$ cat src/rtl/mem_responder_if.sv
// rtl/mem_responder_if.sv - command/response bundle between the access FSM and mem_responder
interface mem_responder_if #(
   parameter int ADDR_W = 4,
   parameter int DATA_W = 8
);
   logic              valid;
   logic              rw;
   logic [ADDR_W-1:0] addr;
   logic [DATA_W-1:0] wdata;
   logic [DATA_W-1:0] rdata;
   logic              done;
   logic              busy;

   modport master (output valid, rw, addr, wdata, input rdata, done, busy);
   modport slave  (input valid, rw, addr, wdata, output rdata, done, busy);
endinterface

$ cat src/rtl/mem_responder.sv
// rtl/mem_responder.sv - fixed-latency word-array responder with done pulse and busy flag
module mem_responder #(
   parameter int ADDR_W     = 4,
   parameter int DATA_W     = 8,
   parameter int ACC_CYCLES = 3
) (
   input  logic            clk,
   input  logic            rst,
   mem_responder_if.slave  bus
);
   localparam int         DEPTH    = 1 << ADDR_W;
   localparam logic [3:0] CNT_LOAD = 4'(ACC_CYCLES - 1);

   typedef enum logic [1:0] {IDLE, ACCESS, DONE, HOLD} state_t;

   state_t            state;
   logic [3:0]        cnt;
   logic [ADDR_W-1:0] cmd_addr;
   logic [DATA_W-1:0] cmd_wdata;
   logic              cmd_rw;
   logic [DATA_W-1:0] mem [DEPTH];
   logic [DATA_W-1:0] rdata_q;
   logic              done_q;
   logic              busy_q;
   logic              accept;

   // HOLD only re-accepts when rw flips, so a held command never runs twice
   assign accept = bus.valid && ((state == IDLE) || (state == HOLD && bus.rw != cmd_rw));

   assign bus.rdata = rdata_q;
   assign bus.done  = done_q;
   assign bus.busy  = busy_q;

   always_ff @(posedge clk) begin
      if (rst) begin
         state     <= IDLE;
         cnt       <= '0;
         cmd_addr  <= '0;
         cmd_wdata <= '0;
         cmd_rw    <= 1'b0;
         rdata_q   <= '0;
         done_q    <= 1'b0;
         busy_q    <= 1'b0;
         for (int i = 0; i < DEPTH; i++) begin
            mem[ADDR_W'(i)] <= '0;
         end
      end else begin
         done_q <= 1'b0;
         if (accept) begin
            cmd_addr  <= bus.addr;
            cmd_wdata <= bus.wdata;
            cmd_rw    <= bus.rw;
            cnt       <= CNT_LOAD;
            busy_q    <= 1'b1;
            state     <= ACCESS;
         end else begin
            case (state)
               ACCESS: begin
                  if (cnt == '0) begin
                     if (cmd_rw) begin
                        mem[cmd_addr] <= cmd_wdata;
                     end else begin
                        rdata_q <= mem[cmd_addr];
                     end
                     busy_q <= 1'b0;
                     done_q <= 1'b1;
                     state  <= DONE;
                  end else begin
                     cnt <= cnt - 4'd1;
                  end
               end
               DONE: state <= HOLD;
               HOLD: begin
                  if (!bus.valid) begin
                     state <= IDLE;
                  end
               end
               default: state <= IDLE;
            endcase
         end
      end
   end
endmodule

$ cat src/flat_wrapper.sv
// flat-port wrapper written by rule: the top's interface ports become plain ports
module mem_responder_flat 
#(
   parameter int ADDR_W     = 4,
   parameter int DATA_W     = 8,
   parameter int ACC_CYCLES = 3
)
  (clk, rst, bus_valid, bus_rw, bus_addr, bus_wdata, bus_rdata, bus_done, bus_busy);
  mem_responder_if #(.ADDR_W(ADDR_W), .DATA_W(DATA_W)) bus_i ();
  input  logic clk;
  input  logic rst;
  input wire logic [$bits(bus_i.valid)-1:0] bus_valid;
  input wire logic [$bits(bus_i.rw)-1:0] bus_rw;
  input wire logic [$bits(bus_i.addr)-1:0] bus_addr;
  input wire logic [$bits(bus_i.wdata)-1:0] bus_wdata;
  output wire logic [$bits(bus_i.rdata)-1:0] bus_rdata;
  output wire logic [$bits(bus_i.done)-1:0] bus_done;
  output wire logic [$bits(bus_i.busy)-1:0] bus_busy;
  assign bus_i.valid = bus_valid;
  assign bus_i.rw = bus_rw;
  assign bus_i.addr = bus_addr;
  assign bus_i.wdata = bus_wdata;
  assign bus_rdata = bus_i.rdata;
  assign bus_done = bus_i.done;
  assign bus_busy = bus_i.busy;
  mem_responder #(.ADDR_W(ADDR_W), .DATA_W(DATA_W), .ACC_CYCLES(ACC_CYCLES)) u_core (.clk(clk), .rst(rst), .bus(bus_i));
endmodule
$ cat config.mk
export PLATFORM = sky130hd
export DESIGN_NAME = mem_responder_flat
export DESIGN_NICKNAME = d
export VERILOG_FILES = /design/src/rtl/mem_responder_if.sv /design/src/rtl/mem_responder.sv /design/src/flat_wrapper.sv
export SDC_FILE = /design/constraint.sdc
export NUM_CORES = 1
export LEC_CHECK = 0
export ABC_AREA = 1
export CAP_MARGIN = 20
export CORE_MARGIN = 2
export CORE_UTILIZATION = 65
export DETAILED_ROUTE_END_ITERATION = 8
export PLACE_DENSITY = 0.82
export SYNTH_ARGS = -nofsm -noshare
export SYNTH_HDL_FRONTEND = slang
export SYNTH_SLANG_ARGS = --single-unit
$ cat constraint.sdc
create_clock -name clk -period 3.74 [get_ports clk]
set_input_delay 0.748 -clock clk [delete_from_list [all_inputs] [get_ports clk]]
set_output_delay 0.748 -clock clk [all_outputs]
set_load 0.05 [all_outputs]
==> impl_metrics.ini <==
[global_routing]
track_usage_pct = 30.3
antenna_found_initial = 0
grt_pass1_vias = 5622
grt_pass1_wl_mm = 28.2
grt_max_degree = 49
grt-ovfl-total = 0

[worst_setup_path]
critPathKind = flop to flop
cp-end-kind = flop
cpMaxStageDelayCell = dfxtp_2
cpPeakStageDelay_ns = 0.77
cpLargestDelayFamily = buffers and inverters
crit_arrival_ns = 3.22
cp-start-kind = flop
worstPathCellList = clkinv_1, buf_4, nand2_1, nand2_1, nand2_1, nand2_1, nand2_1, nand2_1, nor2_1, nand2_1, nand2_1, inv_1
crit_top_cell = nand2_1
path_buf_inv = 3
rrSetupSlack_ns = 0.84
critPathMaxFanout = 48
worst_ep_required_time_ns = 4.07

[finish]
drive_above_1_share_pct = 8.71
n_fill_cell = 808
diodes = 0
final_common_cell = nand2_1
fin_util_pct = 73.4
instances_no_fill = 1016
final_cell_mix = nand2_1 (384), nor2_1 (135), edfxtp_1 (128)
area_delta_synth_final_pct = 11.3
nets = 881
finalInstanceArea_um2 = 8270

[sta]
setup_viol_count_final = 0
tns_ns = 0
worst_slack_ns = 0.842
tightest_slew_ns = 0.921
rsz0062_at_grt = false
period_share_pct = 77.5
max_freq_ghz = 0.345
fin_skew_ns = 0.00950
worst_slew_margin_rel_pct = 38.3
slew_viol_final = 0
layout_min_cycle_time_ns = 2.90
hold_viol = 0

[placement]
dp_hpwl_mm = 11.5
placed_cells = 984
port_buffers = 25
placed_cell_area_um2 = 7720
dp_slack_ns = 0.662
place_congestion = 0.863

[logic_synthesis]
synthTopCellsByArea = edfxtp_1 (52%), nand2_1 (19%), dfxtp_1 (7.8%)
synth_cell_types = 26
syn_area_um2 = 7430
yosysTopAreaCell = edfxtp_1
ys_ff_latch = 157
avgSynthCellArea_um2 = 8.76
yosys_warnings = 0
ys_seq_area_share_pct = 59.5
synthCells = 848
syn_nets = 869
synth.top_cell.area_share_pct = 51.7

[power]
power_density_nw_per_um2 = 504
peakVddDrop_uv = 343
leakage_nw = 3.50

[clocking]
cts_resized = 0
htree_levels = 4
cts_setup_buffers = 0
clk_latency_ns = 0.43
cts_hold_buf = 0
cts_buffers = 17
cts_tree = done
cts.sinks = 157
root_buffer = clkbuf_16
cts_max_path_buffers = 2
clkTransAtPathRegs_ns = 0.06

[min_path]
hp-class = flop to flop

[drt]
vias = 5682
dr.pass1.iters = 8
remaining_drc_errors = 0
totalWireLength_mm = 17.5
initialDrtViolationCount = 575
via_per_inst = 5.59
wire_per_inst_um = 17.2
ant_nets = 0

[run_status]
status = finished, final reports clean

[floorplanning]
io_pins = 26
initial_utilization_pct = 65.9
rows = 39
core_um2 = 11300
die_w_um = 111
die_area_um2 = 12300
die_h_um = 111

[run]
drv_cap = 0
## Yosys cell counts (all sizes together)
master,number
dfxtp,29
nor2,148
edfxtp,128
xor2,1
a21oi,28
nand4,1
inv,35
clkbuf,23
nand3,19
buf,19
nand2,386
clkinv,9
o21ai,15
or2,1
ha,5
nor3,1
## stage by stage
step / power (mW) / hold slack, ns
finish: 4.17 / 0.469
global route: 4.31 / 0.508
CTS: 4.16 / 0.469
detailed placement: 2.59 / 0.458
global placement: 2.58 / 0.454
floorplan: 2.42 / 0.444
## layer usage
metal / part of all wire, % / GRT usage, % / wire length [um] / vias up
met4: 3.4 / 15.8 / 604 / 0
li1: - / - / - / 2711
met3: 8.6 / 6.12 / 1500 / 61
met5: 0 / 0 / 0 / -
met2: 49 / 49.1 / 8550 / 298
met1: 39 / 39.1 / 6860 / 2612
## where the power goes
part / total (mW) / switching [mW] / internal, mW
Sequential: 2.01 / 0.0510 / 1.96
Combinational: 0.557 / 0.417 / 0.140
Clock: 1.60 / 0.674 / 0.928
## final timing paths
path | to | start | cells after the start
max | u_core.bus.rdata[2]$_SDFFE_PP0P_ | u_core.cmd_addr[0]$_SDFFE_PP0P_ | 12
min | u_core.bus.busy$_SDFFE_PP0P_ | u_core.bus.busy$_SDFFE_PP0P_ | 2
max reg2reg | u_core.bus.rdata[2]$_SDFFE_PP0P_ | u_core.cmd_addr[0]$_SDFFE_PP0P_ | 12
min reg2reg | u_core.bus.busy$_SDFFE_PP0P_ | u_core.bus.busy$_SDFFE_PP0P_ | 2
## layout make-up
type | count | area [um2] | share of cell area (%)
inverter | 44 | 165 | 2.00
clock inverter | 10 | 60.1 | 0.726
multi-input combinational | 605 | 2630 | 31.8
clock buffer | 22 | 489 | 5.91
tap | 143 | 179 | 2.16
sequential | 157 | 4430 | 53.5
timing repair buffer | 35 | 325 | 3.93
## sequential cells by signal (all words and copies together) (netlist names)
signal,flops
u_core.mem,128
u_core.bus.rdata,8
u_core.cmd_wdata,8
u_core.cmd_addr,4
u_core.cnt,4
u_core.state,2
u_core.bus.busy,1
u_core.bus.done,1
u_core.cmd_rw,1
## tightest hold or removal path, delay by kind of cell, from the launching register on
kind | cells | cell delay, ns
compound gates | 1 | 0.05
flops | 1 | 0.31
simple gates | 1 | 0.06
## kinds of logic after synthesis
family / synth area share [%]
compound gates: 2.90
xor+xnor: 0.118
fa+ha+maj: 0.842
buf+inv: 5.08
flops: 59.5
simple gates: 31.5
(Power assumes the default switching activity.)
